[config.mk]
export PLATFORM = sky130hd
export DESIGN_NAME = cache_port_arbiter_flat
export DESIGN_NICKNAME = d
export VERILOG_FILES = /design/src/rtl/cache_port_arbiter_if.sv /design/src/rtl/cache_port_arbiter.sv /design/src/flat_wrapper.sv
export SDC_FILE = /design/constraint.sdc
export NUM_CORES = 1
export LEC_CHECK = 0
export CORE_AREA = 4 4 200 153
export CTS_CLUSTER_DIAMETER = 200
export DETAILED_ROUTE_END_ITERATION = 10
export DIE_AREA = 0 0 204 157
export DONT_BUFFER_PORTS = 1
export SLEW_MARGIN = 20
export SYNTH_ARGS = -nofsm -noshare
export SYNTH_HDL_FRONTEND = slang
export SYNTH_SLANG_ARGS = --single-unit
[constraint.sdc]
create_clock -name clk -period 3.2 [get_ports clk]
set_clock_uncertainty 0.1 [all_clocks]
set_input_delay 0.32 -clock clk [delete_from_list [all_inputs] [get_ports clk]]
set_output_delay 0.32 -clock clk [all_outputs]
set_load 0.005 [all_outputs]
[src/rtl/cache_port_arbiter_if.sv]
// ---------------------------------------------------------------------------
// cache_port_arbiter_if
//   Bundles every signal between the two requesters, the arbiter and the
//   CPU-side word port of the cache.
//
//   Requester side (per port N = 0,1)
//     pN_rd_req / pN_wr_req  request, held by the requester until pN_done
//     pN_addr / pN_wr_data   byte address and write word of the request
//     pN_done                one-cycle completion pulse
//     pN_rd_data             read word, non-zero only while pN_done on a read
//     pN_grant_cnt           accesses granted to port N (wraps)
//     pN_stall_cnt           miss cycles seen while port N owned the cache (wraps)
//   Cache side
//     c_addr / c_wr_data     address and write word to the cache
//     c_rd_req / c_wr_req    access strobes to the cache
//     c_miss / c_rd_data     miss indication and registered read word
//
//   Handshake: a requester raises rd_req or wr_req with addr/wr_data and keeps
//   the request up until the cycle in which pN_done is high; it drops or changes
//   it on the clock edge that ends that cycle. A request still high in the next
//   idle cycle is a new access. The cache completes an access on the first edge
//   where c_miss is low while a strobe is asserted.
//
//   Modports: slave = the arbiter, master = requesters plus cache model.
// ---------------------------------------------------------------------------
interface cache_port_arbiter_if #(
    parameter int CNT_W = 32
);
    logic             p0_rd_req;
    logic             p0_wr_req;
    logic [31:0]      p0_addr;
    logic [31:0]      p0_wr_data;
    logic             p0_done;
    logic [31:0]      p0_rd_data;
    logic [CNT_W-1:0] p0_grant_cnt;
    logic [CNT_W-1:0] p0_stall_cnt;

    logic             p1_rd_req;
    logic             p1_wr_req;
    logic [31:0]      p1_addr;
    logic [31:0]      p1_wr_data;
    logic             p1_done;
    logic [31:0]      p1_rd_data;
    logic [CNT_W-1:0] p1_grant_cnt;
    logic [CNT_W-1:0] p1_stall_cnt;

    logic [31:0]      c_addr;
    logic             c_rd_req;
    logic             c_wr_req;
    logic [31:0]      c_wr_data;
    logic             c_miss;
    logic [31:0]      c_rd_data;

    modport slave (
        input  p0_rd_req, p0_wr_req, p0_addr, p0_wr_data,
        input  p1_rd_req, p1_wr_req, p1_addr, p1_wr_data,
        input  c_miss, c_rd_data,
        output p0_done, p0_rd_data, p0_grant_cnt, p0_stall_cnt,
        output p1_done, p1_rd_data, p1_grant_cnt, p1_stall_cnt,
        output c_addr, c_rd_req, c_wr_req, c_wr_data
    );

    modport master (
        output p0_rd_req, p0_wr_req, p0_addr, p0_wr_data,
        output p1_rd_req, p1_wr_req, p1_addr, p1_wr_data,
        output c_miss, c_rd_data,
        input  p0_done, p0_rd_data, p0_grant_cnt, p0_stall_cnt,
        input  p1_done, p1_rd_data, p1_grant_cnt, p1_stall_cnt,
        input  c_addr, c_rd_req, c_wr_req, c_wr_data
    );
endinterface

[src/rtl/cache_port_arbiter.sv]
// ---------------------------------------------------------------------------
// cache_port_arbiter
//   Shares the single CPU-side word port of the cache between two requesters.
//   One access is in flight at a time: it is granted in IDLE, presented to the
//   cache in BUSY until the cache reports a hit (c_miss low), and completed with
//   a one-cycle done pulse in RESP. Ties go round-robin (ROUND_ROBIN=1) or to
//   port 0 (ROUND_ROBIN=0). Per-port grant and stall counters wrap.
//
//   Ports
//     clk          clock
//     rst          synchronous active-high reset
//     bus          requester/cache signal bundle (slave side)
//     o_dbg_state  current FSM state: 0=IDLE, 1=BUSY, 2=RESP
// ---------------------------------------------------------------------------
module cache_port_arbiter #(
    parameter bit ROUND_ROBIN = 1'b1,
    parameter int CNT_W       = 32
) (
    input  logic                 clk,
    input  logic                 rst,
    cache_port_arbiter_if.slave  bus,
    output logic [1:0]           o_dbg_state
);

    typedef enum logic [1:0] {
        S_IDLE = 2'd0,
        S_BUSY = 2'd1,
        S_RESP = 2'd2
    } state_t;

    state_t           r_state;
    state_t           w_next_state;

    logic             r_owner;
    logic             r_op_read;
    logic [31:0]      r_addr;
    logic [31:0]      r_wr_data;
    logic             r_last_grant;
    logic [CNT_W-1:0] r_grant_cnt [2];
    logic [CNT_W-1:0] r_stall_cnt [2];

    logic [1:0]       w_rd_req;
    logic [1:0]       w_wr_req;
    logic [1:0]       w_req;
    logic [31:0]      w_addr    [2];
    logic [31:0]      w_wr_data [2];
    logic             w_grant_port;
    logic             w_grant;

    assign w_rd_req     = {bus.p1_rd_req, bus.p0_rd_req};
    assign w_wr_req     = {bus.p1_wr_req, bus.p0_wr_req};
    assign w_req        = w_rd_req | w_wr_req;
    assign w_addr[0]    = bus.p0_addr;
    assign w_addr[1]    = bus.p1_addr;
    assign w_wr_data[0] = bus.p0_wr_data;
    assign w_wr_data[1] = bus.p1_wr_data;

    // Winner among the current requesters. On a tie the round-robin variant
    // picks the port that did not win last; r_last_grant resets to 1 so that
    // port 0 wins the first tie.
    always_comb begin
        w_grant_port = 1'b0;
        if (w_req == 2'b11) begin
            w_grant_port = ROUND_ROBIN ? ~r_last_grant : 1'b0;
        end else if (w_req[1]) begin
            w_grant_port = 1'b1;
        end
    end

    assign w_grant = (r_state == S_IDLE) && (w_req != 2'b00);

    // ---------------- FSM: state register ----------------
    always_ff @(posedge clk) begin
        if (rst) begin
            r_state <= S_IDLE;
        end else begin
            r_state <= w_next_state;
        end
    end

    // ---------------- FSM: next state ----------------
    always_comb begin
        w_next_state = r_state;
        case (r_state)
            S_IDLE:  if (w_req != 2'b00) w_next_state = S_BUSY;
            S_BUSY:  if (!bus.c_miss)    w_next_state = S_RESP;
            S_RESP:  w_next_state = S_IDLE;
            default: w_next_state = S_IDLE;
        endcase
    end

    // ---------------- access latches and statistics ----------------
    always_ff @(posedge clk) begin
        if (rst) begin
            r_owner      <= 1'b0;
            r_op_read    <= 1'b0;
            r_addr       <= '0;
            r_wr_data    <= '0;
            r_last_grant <= 1'b1;
            for (int i = 0; i < 2; i++) begin
                r_grant_cnt[i] <= '0;
                r_stall_cnt[i] <= '0;
            end
        end else begin
            if (w_grant) begin
                // Read wins when a port raises both strobes.
                r_owner      <= w_grant_port;
                r_op_read    <= w_rd_req[w_grant_port];
                r_addr       <= w_addr[w_grant_port];
                r_wr_data    <= w_wr_data[w_grant_port];
                r_last_grant <= w_grant_port;
                r_grant_cnt[w_grant_port] <= r_grant_cnt[w_grant_port] + CNT_W'(1);
            end
            if ((r_state == S_BUSY) && bus.c_miss) begin
                r_stall_cnt[r_owner] <= r_stall_cnt[r_owner] + CNT_W'(1);
            end
        end
    end

    // ---------------- FSM: outputs ----------------
    always_comb begin
        bus.c_rd_req   = 1'b0;
        bus.c_wr_req   = 1'b0;
        bus.p0_done    = 1'b0;
        bus.p1_done    = 1'b0;
        bus.p0_rd_data = '0;
        bus.p1_rd_data = '0;
        case (r_state)
            S_BUSY: begin
                bus.c_rd_req = r_op_read;
                bus.c_wr_req = ~r_op_read;
            end
            S_RESP: begin
                // The cache registered the read word on the hit edge, so it is
                // passed straight through during the done cycle.
                if (r_owner) begin
                    bus.p1_done = 1'b1;
                    if (r_op_read) bus.p1_rd_data = bus.c_rd_data;
                end else begin
                    bus.p0_done = 1'b1;
                    if (r_op_read) bus.p0_rd_data = bus.c_rd_data;
                end
            end
            default: ;
        endcase
    end

    // Latches are driven continuously; they only change on a grant edge, which
    // keeps the address and write word stable for the whole of BUSY.
    assign bus.c_addr       = r_addr;
    assign bus.c_wr_data    = r_wr_data;
    assign bus.p0_grant_cnt = r_grant_cnt[0];
    assign bus.p1_grant_cnt = r_grant_cnt[1];
    assign bus.p0_stall_cnt = r_stall_cnt[0];
    assign bus.p1_stall_cnt = r_stall_cnt[1];
    assign o_dbg_state      = r_state;

endmodule

[src/flat_wrapper.sv]
// flat-port wrapper written by rule: the top's interface ports become plain ports
module cache_port_arbiter_flat 
#(
    parameter bit ROUND_ROBIN = 1'b1,
    parameter int CNT_W       = 32
)
  (clk, rst, o_dbg_state, bus_p0_rd_req, bus_p0_wr_req, bus_p0_addr, bus_p0_wr_data, bus_p1_rd_req, bus_p1_wr_req, bus_p1_addr, bus_p1_wr_data, bus_c_miss, bus_c_rd_data, bus_p0_done, bus_p0_rd_data, bus_p0_grant_cnt, bus_p0_stall_cnt, bus_p1_done, bus_p1_rd_data, bus_p1_grant_cnt, bus_p1_stall_cnt, bus_c_addr, bus_c_rd_req, bus_c_wr_req, bus_c_wr_data);
  cache_port_arbiter_if #(.CNT_W(CNT_W)) bus_i ();
  input  logic clk;
  input  logic rst;
  output logic [1:0] o_dbg_state;
  input wire logic [$bits(bus_i.p0_rd_req)-1:0] bus_p0_rd_req;
  input wire logic [$bits(bus_i.p0_wr_req)-1:0] bus_p0_wr_req;
  input wire logic [$bits(bus_i.p0_addr)-1:0] bus_p0_addr;
  input wire logic [$bits(bus_i.p0_wr_data)-1:0] bus_p0_wr_data;
  input wire logic [$bits(bus_i.p1_rd_req)-1:0] bus_p1_rd_req;
  input wire logic [$bits(bus_i.p1_wr_req)-1:0] bus_p1_wr_req;
  input wire logic [$bits(bus_i.p1_addr)-1:0] bus_p1_addr;
  input wire logic [$bits(bus_i.p1_wr_data)-1:0] bus_p1_wr_data;
  input wire logic [$bits(bus_i.c_miss)-1:0] bus_c_miss;
  input wire logic [$bits(bus_i.c_rd_data)-1:0] bus_c_rd_data;
  output wire logic [$bits(bus_i.p0_done)-1:0] bus_p0_done;
  output wire logic [$bits(bus_i.p0_rd_data)-1:0] bus_p0_rd_data;
  output wire logic [$bits(bus_i.p0_grant_cnt)-1:0] bus_p0_grant_cnt;
  output wire logic [$bits(bus_i.p0_stall_cnt)-1:0] bus_p0_stall_cnt;
  output wire logic [$bits(bus_i.p1_done)-1:0] bus_p1_done;
  output wire logic [$bits(bus_i.p1_rd_data)-1:0] bus_p1_rd_data;
  output wire logic [$bits(bus_i.p1_grant_cnt)-1:0] bus_p1_grant_cnt;
  output wire logic [$bits(bus_i.p1_stall_cnt)-1:0] bus_p1_stall_cnt;
  output wire logic [$bits(bus_i.c_addr)-1:0] bus_c_addr;
  output wire logic [$bits(bus_i.c_rd_req)-1:0] bus_c_rd_req;
  output wire logic [$bits(bus_i.c_wr_req)-1:0] bus_c_wr_req;
  output wire logic [$bits(bus_i.c_wr_data)-1:0] bus_c_wr_data;
  assign bus_i.p0_rd_req = bus_p0_rd_req;
  assign bus_i.p0_wr_req = bus_p0_wr_req;
  assign bus_i.p0_addr = bus_p0_addr;
  assign bus_i.p0_wr_data = bus_p0_wr_data;
  assign bus_i.p1_rd_req = bus_p1_rd_req;
  assign bus_i.p1_wr_req = bus_p1_wr_req;
  assign bus_i.p1_addr = bus_p1_addr;
  assign bus_i.p1_wr_data = bus_p1_wr_data;
  assign bus_i.c_miss = bus_c_miss;
  assign bus_i.c_rd_data = bus_c_rd_data;
  assign bus_p0_done = bus_i.p0_done;
  assign bus_p0_rd_data = bus_i.p0_rd_data;
  assign bus_p0_grant_cnt = bus_i.p0_grant_cnt;
  assign bus_p0_stall_cnt = bus_i.p0_stall_cnt;
  assign bus_p1_done = bus_i.p1_done;
  assign bus_p1_rd_data = bus_i.p1_rd_data;
  assign bus_p1_grant_cnt = bus_i.p1_grant_cnt;
  assign bus_p1_stall_cnt = bus_i.p1_stall_cnt;
  assign bus_c_addr = bus_i.c_addr;
  assign bus_c_rd_req = bus_i.c_rd_req;
  assign bus_c_wr_req = bus_i.c_wr_req;
  assign bus_c_wr_data = bus_i.c_wr_data;
  cache_port_arbiter #(.ROUND_ROBIN(ROUND_ROBIN), .CNT_W(CNT_W)) u_core (.clk(clk), .rst(rst), .bus(bus_i), .o_dbg_state(o_dbg_state));
endmodule
==> qor.yml <==
run_status:
  status: "finished clean"
power_and_ir_drop:
  sw_share_pct: 30.4
  power.share.combinational_pct: 16.0
  p_int_mw: 4.59
  pwr_dens_nw_per_um2: 515
  power.static_leakage_nw: 4.52
  fin_total_pwr_mw: 6.59
  ir_worst_vdd_mv: 0.365
  seq_power_share_pct: 50.4
  p_clk_share_pct: 33.6
  netSwitchingPower_mw: 2.00
floorplan:
  die_width_um: 204
  die_footprint_um2: 32000
  initial_core_util_pct: 36.6
  core_um2: 28700
  placementRows: 54
  die_height_um: 157
  ioPinCount: 429
clocking:
  clock_tree.root_cell: "sky130_fd_sc_hd__clkbuf_16"
  cts_max_path_buffers: 2
  path_clk_slew_ps: 80
  cts_inserted_buffers: 17
  cts_tree: "built"
  clkSinkCount: 198
  cts-htree-levels: 4
  worstSkewPairLatency_ps: 440
sta:
  count_of_endpoints_failing_hold_in_the_final_timing_report: 0
  finalSetupViolCount: 0
  report.final.slew_viol_count: 0
  rsz0062_at_grt: "false"
  final.min_clock_period_ps: 3010
  tightestPinTransition_ps: 1040
  totalNegativeSetupSlack_ps: 0
  achievable-frequency_mhz: 332
  min_period_over_period_pct: 94.1
  worst_slew_margin_rel_pct: 30.6
drt:
  wl_mm: 36.2
  drtPass1Iterations: 8
  detailroute.via_count: 9330
  post_drt_wl_per_cell_um: 22.0
  post_drt_via_cell_ratio: 5.66
  route.detailed.drc: 0
  postRouteAntennaNets: 0
  drtIter0Drc: 749
synthesis:
  yosysTopAreaCellShare_pct: 36.6
  synth.lib_cells_used.distinct: 69
  synth_commonest_cells: "271 x sky130_fd_sc_hd__nor2_1, 202 x sky130_fd_sc_hd__nand2_1, 128 x sky130_fd_sc_hd__edfxtp_1"
  synthesis.area_per_instance_um2: 9.21
  post-synth-top-count-cell: "sky130_fd_sc_hd__nor2_1"
  asyncSetResetFlopFracSynth_pct: 0
  ys_seq_area_share_pct: 49.9
  synth.yosys.warnings: 0
  postSynth.topFlopCell: "sky130_fd_sc_hd__edfxtp_1"
  synth-edff-count: 128
  synth_cells: 1142
  syn-num-nets: 1311
  post_synthesis_register_bit_count: 198
  synthesis.area_um2: 10500
  top_cells_by_area_in_the_synthesized_netlist: "sky130_fd_sc_hd__edfxtp_1 37%, sky130_fd_sc_hd__dfxtp_1 13%, sky130_fd_sc_hd__nor2_1 9.7%"
  post-synth-top-area-cell: "sky130_fd_sc_hd__edfxtp_1"
flow_run:
  timing.max_cap.violations: 0
critical_path:
  cp.required_ps: 3280
  cpPeakStageDelay_ps: 610
  critPathArrivalTime_ps: 3090
  crit_type: "flip-flop to flip-flop"
  worstPathCellList: "o21ai_4 -> nand2_2 -> buf_4 -> a31oi_1 -> nor4_2 -> xnor2_1 -> nor2_1"
  end_kind: "flip-flop"
  crit_slowest_cell: "sky130_fd_sc_hd__buf_4"
  cp-start-kind: "flip-flop"
  r2r_slack_ps: 190
  maximum_fanout_along_the_worst_path: 70
global_route:
  grt_max_degree: 129
  first_pass_grt_wire_length_mm: 53.1
  grtUsageTotal_pct: 21.3
  grt_pass1_vias: 8756
  grt_overflow: 0
  number_of_antenna_violations_at_the_first_check_in_global_routing: 1
place:
  numPortBuffers: 0
  post_detailed_placement_half_perimeter_wirelength_mm: 24.5
  finalWeightedCongestion: 0.925
final_layout:
  nNetsFinal: 1412
  syn2layout_area_growth_pct: 21.8
  multi_input_area_um2: 4950
  drive_above_1_share_pct: 6.45
  sequential_cell_area_um2: 5250
  filler_cell_count: 2612
min_path:
  worstHoldPathType: "primary input to flip-flop"
area by class of cell:
cell class	instances	area share (%)
flip-flops and latches	198	41.0
multi-input cells	866	38.7
clock inverters	11	1.03
clock buffers	21	3.60
well taps	392	3.83
inverters	8	0.234
repair buffers	152	11.7
diodes	1	0.0195
timing repair:
action | CTS | global route
resized for setup | 0 | 0
endpoints found under the hold margin | 69 | 0
buffers inserted | 0 | 0
hold buffers | 129 | 0
power groups by stage:
stage          logic [mW]  clock network [mW]  registers (mW)
2_1_floorplan       0.654                   0            3.22
3_3_place_gp        0.780                   0            3.38
3_5_place_dp        0.797                   0            3.38
4_1_cts              1.02                2.25            3.32
5_1_grt              1.15                2.36            3.35
6_report             1.05                2.22            3.32
worst paths after layout:
| check | from | endpoint | depth (start not counted) |
|---|---|---|---|
| worst min register to register | u_core.r_owner | flip-flop | 2 |
| worst max-delay path | u_core.r_last_grant | u_core.r_grant_cnt[0][26] | 7 |
| worst min-delay path | bus_p0_wr_req | u_core.r_op_read | 3 |
| worst max register to register | u_core.r_last_grant | u_core.r_grant_cnt[0][26] | 7 |
routing by layer:
layer / share of wire, % / routed length [um] / GRT usage [%]
met5: 0 / 0 / 0
met4: 3.0 / 1090 / 7.27
met3: 10 / 3730 / 6.67
met1: 39 / 14200 / 26.3
met2: 48 / 17200 / 35.6
layout by cell type (no fill, tap or decap), types with 3 or more instances in the layout:
master                            n
sky130_fd_sc_hd__nand4b_1         5
sky130_fd_sc_hd__inv_6            3
sky130_fd_sc_hd__edfxtp_1       128
sky130_fd_sc_hd__xor2_1          49
sky130_fd_sc_hd__nand3b_1         7
sky130_fd_sc_hd__buf_4           22
sky130_fd_sc_hd__and4_1           8
sky130_fd_sc_hd__dlygate4sd3_1  128
sky130_fd_sc_hd__nor3b_1          3
sky130_fd_sc_hd__and2_1           5
sky130_fd_sc_hd__a311oi_1        65
sky130_fd_sc_hd__a31oi_1          5
sky130_fd_sc_hd__and3_1          10
sky130_fd_sc_hd__nor3_1           9
sky130_fd_sc_hd__a21oi_1         10
sky130_fd_sc_hd__nand4_1         22
sky130_fd_sc_hd__nand2b_1         7
sky130_fd_sc_hd__xnor2_1         39
sky130_fd_sc_hd__mux2_2           4
sky130_fd_sc_hd__nand3_1         41
sky130_fd_sc_hd__o21ai_0         11
sky130_fd_sc_hd__nor2_1         271
sky130_fd_sc_hd__clkbuf_16       17
sky130_fd_sc_hd__nor4b_1          5
sky130_fd_sc_hd__inv_1            7
sky130_fd_sc_hd__dfxtp_1         69
sky130_fd_sc_hd__o211ai_1         3
sky130_fd_sc_hd__nand2_1        201
sky130_fd_sc_hd__mux2i_1         27
sky130_fd_sc_hd__a22oi_1          3
sky130_fd_sc_hd__a211oi_1         5
sky130_fd_sc_hd__inv_8            3
cell families after synthesis:
| group | Yosys count | synth area share [%] |
|---|---|---|
| buffers and inverters | 78 | 3.21 |
| AOI/OAI and AO/OA | 130 | 10.2 |
| muxes | 32 | 3.13 |
| DFF | 198 | 49.9 |
| adders and majority gates | 2 | 0.238 |
| xor gates and xnor gates | 88 | 7.33 |
| and+or+nand+nor | 614 | 26.1 |
per-stage QoR:
step                std cells  hold slack [ps]  utilization, %  setup slack (ps)  area [um^2]
CTS                      1648             70.4            44.6               244        12800
global route             1649             89.6            44.6              61.0        12800
floorplan                1142              297               -              33.0        10500
global placement         1487              299            38.0               327        10900
detailed placement       1487              302            38.0               269        10900
finish                   1649             91.6            44.6               190        12800
registers in the layout, summed over array words and instances (netlist names), named ones only:
register              flops
u_core.bus.c_addr        32
u_core.bus.c_wr_data     32
u_core.o_dbg_state        2
u_core.r_grant_cnt       64
u_core.r_last_grant       1
u_core.r_op_read          1
u_core.r_owner            1
u_core.r_stall_cnt       64
critical path, delay by kind of cell, from the launching register on:
family	cells	cell delay (ps)
AO/OA/AOI/OAI	2	700
AND/OR/NAND/NOR	3	680
flip-flops	1	470
buffers and inverters	1	610
XOR/XNOR	1	190
Power figures use the tool's default switching activity.
